`src/rtl/hssi_ss_ready_latency_adapter_pkg.sv`:
```
// Shared constants and elaboration helpers for the HSSI ready-latency adapter.
package hssi_ss_ready_latency_adapter_pkg;

    localparam int HSSI_SS_MAX_READY_LATENCY = 8;

    function automatic int clog2(input int value);
        int result;
        result = 0;
        for (int i = 0; i < 31; i++) begin
            if ((1 << i) < value) begin
                result = i + 1;
            end
        end
        return result;
    endfunction

    function automatic bit params_ok(input int latency, input int depth);
        return (latency >= 0) && (latency <= HSSI_SS_MAX_READY_LATENCY)
            && (depth >= latency + 1);
    endfunction

endpackage

```
`src/rtl/hssi_ss_ready_latency_adapter_if.sv`:
```
// Upstream (ready-latency N) and downstream (ready-latency 0) handshake bundle.
interface hssi_ss_ready_latency_adapter_if #(
    parameter int WIDTH = 64
);
    logic [WIDTH-1:0] in_data;
    logic             in_valid;
    logic             in_ready;
    logic [WIDTH-1:0] out_data;
    logic             out_valid;
    logic             out_ready;

    modport master (
        output in_data, in_valid, out_ready,
        input  in_ready, out_data, out_valid
    );

    modport slave (
        input  in_data, in_valid, out_ready,
        output in_ready, out_data, out_valid
    );
endinterface

```
`src/rtl/hssi_ss_rl_fifo.sv`:
```
// Show-ahead register-array FIFO; pointers wrap by compare so DEPTH may be any size.
module hssi_ss_rl_fifo
    import hssi_ss_ready_latency_adapter_pkg::*;
#(
    parameter int WIDTH = 64,
    parameter int DEPTH = 8
) (
    input  logic                        clk,
    input  logic                        rst,
    input  logic                        wr,
    input  logic [WIDTH-1:0]            wr_data,
    input  logic                        pop,
    output logic [WIDTH-1:0]            rd_data,
    output logic                        out_valid,
    output logic [clog2(DEPTH+1)-1:0]   occupancy
);
    localparam int PW = (DEPTH > 1) ? clog2(DEPTH) : 1;
    localparam int OW = clog2(DEPTH + 1);

    logic [WIDTH-1:0] mem [DEPTH];
    logic [PW-1:0]    wr_ptr;
    logic [PW-1:0]    rd_ptr;

    function automatic logic [PW-1:0] bump(input logic [PW-1:0] ptr);
        return (ptr == PW'(DEPTH - 1)) ? '0 : ptr + PW'(1);
    endfunction

    always_ff @(posedge clk) begin
        if (wr) begin
            mem[wr_ptr] <= wr_data;
        end
    end

    always_ff @(posedge clk or posedge rst) begin
        if (rst) begin
            wr_ptr    <= '0;
            rd_ptr    <= '0;
            occupancy <= '0;
        end else begin
            if (wr) begin
                wr_ptr <= bump(wr_ptr);
            end
            if (pop) begin
                rd_ptr <= bump(rd_ptr);
            end
            occupancy <= occupancy + OW'(wr) - OW'(pop);
        end
    end

    assign out_valid = (occupancy != '0);
    assign rd_data   = mem[rd_ptr];

endmodule

```
`src/rtl/hssi_ss_ready_latency_adapter.sv`:
```
// Ready-latency N to 0 adapter: registered upstream grant, reservation-based
// backpressure so every granted beat always has a free buffer slot.
module hssi_ss_ready_latency_adapter
    import hssi_ss_ready_latency_adapter_pkg::*;
#(
    parameter int WIDTH         = 64,
    parameter int READY_LATENCY = 3,
    parameter int DEPTH         = 8
) (
    input  logic                        clk,
    input  logic                        rst,
    hssi_ss_ready_latency_adapter_if.slave bus,
    output logic [clog2(DEPTH+1)-1:0]   occupancy,
    output logic                        proto_err
);
    localparam int OW = clog2(DEPTH + 1);

    if (!params_ok(READY_LATENCY, DEPTH)) begin : g_bad_params
        $error("hssi_ss_ready_latency_adapter: illegal READY_LATENCY/DEPTH");
    end

    logic          matured;
    logic          wr;
    logic          pop;
    logic          release_grant;
    logic [OW-1:0] resv;
    logic [OW-1:0] resv_next;

    if (READY_LATENCY == 0) begin : g_rl0
        assign matured = bus.in_ready;
    end else begin : g_grant_sr
        logic [READY_LATENCY-1:0] grant_sr;
        always_ff @(posedge clk or posedge rst) begin
            if (rst) begin
                grant_sr <= '0;
            end else begin
                grant_sr <= (grant_sr << 1) | READY_LATENCY'(bus.in_ready);
            end
        end
        assign matured = grant_sr[READY_LATENCY-1];
    end

    assign wr            = bus.in_valid & matured;
    assign pop           = bus.out_valid & bus.out_ready;
    // An unused matured grant hands its reserved slot back.
    assign release_grant = matured & ~bus.in_valid;

    always_comb begin
        resv_next = resv + OW'(bus.in_ready) - OW'(pop) - OW'(release_grant);
    end

    always_ff @(posedge clk or posedge rst) begin
        if (rst) begin
            resv         <= '0;
            bus.in_ready <= 1'b0;
            proto_err    <= 1'b0;
        end else begin
            resv         <= resv_next;
            bus.in_ready <= (resv_next < OW'(DEPTH));
            if (bus.in_valid & ~matured) begin
                proto_err <= 1'b1;
            end
        end
    end

    hssi_ss_rl_fifo #(
        .WIDTH (WIDTH),
        .DEPTH (DEPTH)
    ) u_fifo (
        .clk       (clk),
        .rst       (rst),
        .wr        (wr),
        .wr_data   (bus.in_data),
        .pop       (pop),
        .rd_data   (bus.out_data),
        .out_valid (bus.out_valid),
        .occupancy (occupancy)
    );

endmodule

```
`src/flat_wrapper.sv`:
```
// flat-port wrapper written by rule: the top's interface ports become plain ports
module hssi_ss_ready_latency_adapter_flat import hssi_ss_ready_latency_adapter_pkg::*;
#(
    parameter int WIDTH         = 64,
    parameter int READY_LATENCY = 3,
    parameter int DEPTH         = 8
)
  (clk, rst, occupancy, proto_err, bus_in_data, bus_in_valid, bus_out_ready, bus_in_ready, bus_out_data, bus_out_valid);
  hssi_ss_ready_latency_adapter_if #(.WIDTH(WIDTH)) bus_i ();
  input  logic clk;
  input  logic rst;
  output logic [clog2(DEPTH+1)-1:0] occupancy;
  output logic proto_err;
  input wire logic [$bits(bus_i.in_data)-1:0] bus_in_data;
  input wire logic [$bits(bus_i.in_valid)-1:0] bus_in_valid;
  input wire logic [$bits(bus_i.out_ready)-1:0] bus_out_ready;
  output wire logic [$bits(bus_i.in_ready)-1:0] bus_in_ready;
  output wire logic [$bits(bus_i.out_data)-1:0] bus_out_data;
  output wire logic [$bits(bus_i.out_valid)-1:0] bus_out_valid;
  assign bus_i.in_data = bus_in_data;
  assign bus_i.in_valid = bus_in_valid;
  assign bus_i.out_ready = bus_out_ready;
  assign bus_in_ready = bus_i.in_ready;
  assign bus_out_data = bus_i.out_data;
  assign bus_out_valid = bus_i.out_valid;
  hssi_ss_ready_latency_adapter #(.WIDTH(WIDTH), .READY_LATENCY(READY_LATENCY), .DEPTH(DEPTH)) u_core (.clk(clk), .rst(rst), .bus(bus_i), .occupancy(occupancy), .proto_err(proto_err));
endmodule
```
`config.mk`:
```
export PLATFORM = sky130hd
export DESIGN_NAME = hssi_ss_ready_latency_adapter_flat
export DESIGN_NICKNAME = d
export VERILOG_FILES = /design/src/rtl/hssi_ss_ready_latency_adapter_pkg.sv /design/src/rtl/hssi_ss_ready_latency_adapter_if.sv /design/src/rtl/hssi_ss_rl_fifo.sv /design/src/rtl/hssi_ss_ready_latency_adapter.sv /design/src/flat_wrapper.sv
export SDC_FILE = /design/constraint.sdc
export NUM_CORES = 1
export LEC_CHECK = 0
export CAP_MARGIN = 0
export CORE_UTILIZATION = 35
export DETAILED_ROUTE_END_ITERATION = 10
export SLEW_MARGIN = 20
export SYNTH_ARGS = -nofsm -noshare
export SYNTH_HDL_FRONTEND = slang
export SYNTH_SLANG_ARGS = --single-unit
```
`constraint.sdc`:
```
create_clock -name clk -period 14.8 [get_ports clk]
set_clock_uncertainty 0.2 [all_clocks]
set_input_delay 2.22 -clock clk [delete_from_list [all_inputs] [get_ports clk]]
set_output_delay 2.22 -clock clk [all_outputs]
set_load 0.01 [all_outputs]
```
After elaboration in Yosys (flattened, before gate mapping)
Memory sizes are Yosys's and may differ from the RTL's.
Cells that the tools add are included.

operators by class
  div/mod/pow operators = 0
  bitwise gates (word level) = 7
  shift-type cells = 0
  multiplexer cells = 4
  $add $sub $neg = 7
  equal/unequal tests = 2
  reduce and logical (&&, ||, !) cells = 1
  magnitude comparators = 1
  $mul = 0

operators by type and width
  cell                   number
  $sub A4 B1 Y4          3
  $add A4 B1 Y4          2
  $add A3 B1 Y3 const B  2
  $eq A3 B3 Y1 const B   2
  $mux W3                2
  $and A1 B1 Y1          4
  $lt A4 B4 Y1 const B   1
  $reduce_bool A4 Y1     1
  $or A3 B1 Y3           1
  $mux W1                2
  $not A1 Y1             2

storage, ports and cells
  output and inout bits = 71
  RAM bits = 512
  latch bits = 0
  bits in read-only memories = 0
  memories = 1
  bits in registers = 19
  logic and storage cells = 30

memory list
  memory             depth  width  rd ports  clocked after memory_dff  write ports  RTL line               source
  u_core.u_fifo.mem  8      64     1         0                         1            hssi_ss_rl_fifo.sv:20  logic [WIDTH-1:0] mem [DEPTH];

Logic depth before layout (Yosys ltp)
  depth after elaboration = 5
  mapped depth = 12

Hierarchy
From an unflattened synthesis, not the netlist that was laid out.

second synthesis, totals
  cell total of the unflattened synthesis = 962
  area, all modules = 20194.4 um2

modules (own cells, without submodules)
  module                         seq. area each (um2)  times used  cells an instance  area each (um2)
  hssi_ss_rl_fifo                15625.0               1           933                19804.0
  hssi_ss_ready_latency_adapter  225.2                 1           29                 390.4

Least setup slack after synthesis
Ideal clock, no wire load.

  path type = input port to flip-flop
  start point = input bus_in_valid
  end point = memory u_core.u_fifo.mem[0][0] (enable)
  slack = 7038 ps
  buffers on the path = 0
  arrival = 6997 ps
  cell stages on the path = 3
  library setup time = 565 ps
  path through = nand2_1 -> or2_2 -> nor3_1

on the way
  word-level cells in the longest chain between the ends = 3

ends and longest elaborated chain
  what                           RTL line                             source
  start, declared                flat_wrapper.sv:15                   input wire logic [$bits(bus_i.in_valid)-1:0] bus_in_valid;
  $and A1 B1 Y1                  hssi_ss_ready_latency_adapter.sv:43  assign wr = bus.in_valid & matured;
  $mux W1                        hssi_ss_rl_fifo.sv:29                if (wr) begin
  $mux W1 (not written as such)  hssi_ss_rl_fifo.sv:30                mem[wr_ptr] <= wr_data;
  end, declared                  hssi_ss_rl_fifo.sv:20

Every way passes these cells.

Worst setup path in the final report
  start point = register u_core.u_fifo.rd_ptr[0]
  end point = output bus_out_data[60]

on the way
  word-level cells in the longest chain between the ends = 1

ends and longest elaborated chain
  what                    RTL line               source
  start, declared         hssi_ss_rl_fifo.sv:22  logic [PW-1:0] rd_ptr;
  start signal, assigned  hssi_ss_rl_fifo.sv:44  rd_ptr <= bump(rd_ptr);
  $mem_v2 Z8 W64          n/a
  end, declared           flat_wrapper.sv:18     output wire logic [$bits(bus_i.out_data)-1:0] bus_out_data;

Every way passes these cells.

==> results.tsv <==
metric	value	unit
status	completed	
start_util	35.6	%
startpoint_type	flip-flop	
dp_hpwl	21400	um
insertion_delay	0.58	ns
drt_iter0_markers	677	
via_per_inst	4.88	
synth-edff-count	512	
fin_area	24300	sq um
final_cells	1802	
period_share	48.5	%
synth_flop_cell	edfxtp_1	
final_cell_mix	edfxtp_1 (512), clkdlybuf4s50_1 (138), mux4_2 (128)	
synth_compound_area_share	0.149	%
slowest_delay	0.93	ns
nFillCells	4851	
drcViolationCount	0	
post_cts_buffers	0	
detail_route.wirelength	40600	um
synthDistinctLibCells	24	
wl_met3	1980	um
design.core.area	56600	sq um
hp-class	flip-flop to flip-flop	
crit_slowest_cell	dfrtp_4	
path_cells	buf_4 > buf_4 > mux4_2 > mux2_2 > clkdlybuf4s50_1	
finalNetCount	1087	
grt_pass1_wl	61000	um
final_common_cell	edfxtp_1	
max_slew_margin	27.0	%
worst_pin_slew	1.10	ns
synth_mux_area_share	18.1	%
chipHeight	242	um
port_buffers	138	
io_pins	139	
htreeDepth	2	
path_clk_slew	0.06	ns
fmax	0.139	GHz
placed_cell_area	22500	sq um
grt_pass1_vias	9671	
gp_congestion	0.678	
maxUsedRoutingLayer	met5	
whs	0.149	ns
synth_fa_ha_area_share	1.04	%
wl_met1	18000	um
critical_path_class	flip-flop to primary output	
ir_worst_vdd	0.103	mV
startpoint	u_core.u_fifo.rd_ptr[0]	
cts_root_buf	clkbuf_16	
dr.pass1.iters	4	
gr-total-overflow	0	
crit_top_cell	buf_4	
vias	8800	
cp.arrival	4.76	ns
synth_seq_area_share	78.6	%
endpoint_kind	primary output	
ant_nets	0	
yosysWarningCount	0	
cts_hold_buf	0	
ff2ff_path_depth	10	
async_flop_share	3.58	%
cts_max_path_buffers	3	
grt_max_degree	58	
hold_violations	0	
drive_gt1_share	29.3	%
antenna_cells_inserted	0	
required	12.38	ns
cts_resized	0	
finalSetupViolCount	0	
cp-endpoint	bus_out_data[60]	
syn2layout_area_growth	20.3	%
rrSetupSlack	11.59	ns
netlist_area	20200	sq um
rsz0062_at_grt	no	
cp_max_fo	48	
total_power	0.00470	W
wl_met2	19900	um
power_density	194	nW/um^2
drv_slew	0	
synth-xor-area-share	0.174	%
syn_area_per_cell	24.4	sq um
drv_cap	0	
cts-buffers-inserted	56	
ys_seq_elements	531	
yosys.area_share.simple	0.527	%
syn_nets	908	
rr_endpoint	u_core.resv[3]	
grtUsageTotal	13.9	%
r2r_start	u_core.u_fifo.occupancy[2]	
p_leak	7.72	nW
tns	0	ns
die_w	242	um
cts_sinks	531	
cts_tree	built	
grt_antenna_before_repair	4	
fin_crit	7.18	ns
wl_per_cell	22.5	um
placed_cells	1702	
fp-row-count	87	
synth_top_family_by_area	multiplexers	
syn-instance-count	825	
die-area	58600	sq um
## kinds of logic (layout without fill, tap and decap cells)
kind of cell	Yosys count	count (layout)
flops	531	531
mux	196	196
buf+inv	52	273
simple gates	22	22
fa+ha+maj	15	15
compound gates	5	5
xor+xnor	4	4
## state kept, by name, summed over array words and instances, names as in the netlist
signal                      cells
u_core.u_fifo.mem             512
u_core.resv                     4
u_core.u_fifo.occupancy         4
u_core.g_grant_sr.grant_sr      3
u_core.u_fifo.rd_ptr            3
u_core.u_fifo.wr_ptr            3
u_core.bus.in_ready             1
u_core.proto_err                1
## final cells by class
class	instances	area, sq um	area share (%)
clock inverters	29	267	1.10
repair buffers	157	1520	6.28
inverters	16	60.1	0.248
flip-flops and latches	531	15900	65.4
well taps	756	946	3.90
clock buffers	71	1520	6.26
multi-input cells	242	4090	16.8
## metal layers
metal  track usage [%]  up-vias
li1                  -     3838
met4              3.39        8
met3              3.40       59
met2              22.8      174
met5                 0        -
met1              18.7     4721
## worst min-delay path by stage
| stage | from | end | slack [ns] | cells after the start |
|---|---|---|---|---|
| 6_report | u_core.g_grant_sr.grant_sr[0] | u_core.g_grant_sr.grant_sr[1] | 0.15 | 0 |
| 5_1_grt | u_core.g_grant_sr.grant_sr[0] | u_core.g_grant_sr.grant_sr[1] | 0.16 | 0 |
| 4_1_cts | u_core.g_grant_sr.grant_sr[0] | u_core.g_grant_sr.grant_sr[1] | 0.15 | 0 |
| 3_5_place_dp | u_core.g_grant_sr.grant_sr[0] | u_core.g_grant_sr.grant_sr[1] | 0.14 | 0 |
| 3_3_place_gp | u_core.g_grant_sr.grant_sr[1] | u_core.g_grant_sr.grant_sr[2] | 0.13 | 0 |
| 2_1_floorplan | u_core.g_grant_sr.grant_sr[0] | u_core.g_grant_sr.grant_sr[1] | 0.13 | 0 |
## Yosys cell counts (4+ instances only)
cell type  count  area [sq um]
buf_1          9          33.8
buf_2          5          25.0
buf_6         11           124
clkbuf_1      11          41.3
dfrtp_1       19           475
edfxtp_1     512         15400
ha_1          12           150
inv_1         16          60.1
mux2_2        68           766
mux4_2       128          2880
nand2_1        5          18.8
nand2b_1       4          25.0
nor2_1         7          26.3
## critical path, delay by kind of cell (launching register included)
kind,cells,cell delay [ns]
flops,1,0.93
mux,2,0.90
buf+inv,3,2.23
## through the flow
stage	util, %	worst slack (ns)
2_1_floorplan	-	7.04
3_3_place_gp	39.7	8.03
3_5_place_dp	39.7	8.01
4_1_cts	42.9	7.36
5_1_grt	42.9	7.13
6_report	42.9	7.62
## power breakdown
group          internal (W)  leakage, nW  switching [W]
logic              0.000787         1.99       0.000630
registers           0.00182         4.84       0.000102
clock network      0.000807        0.884       0.000549
No activity file was read; power rests on OpenSTA's default activity.
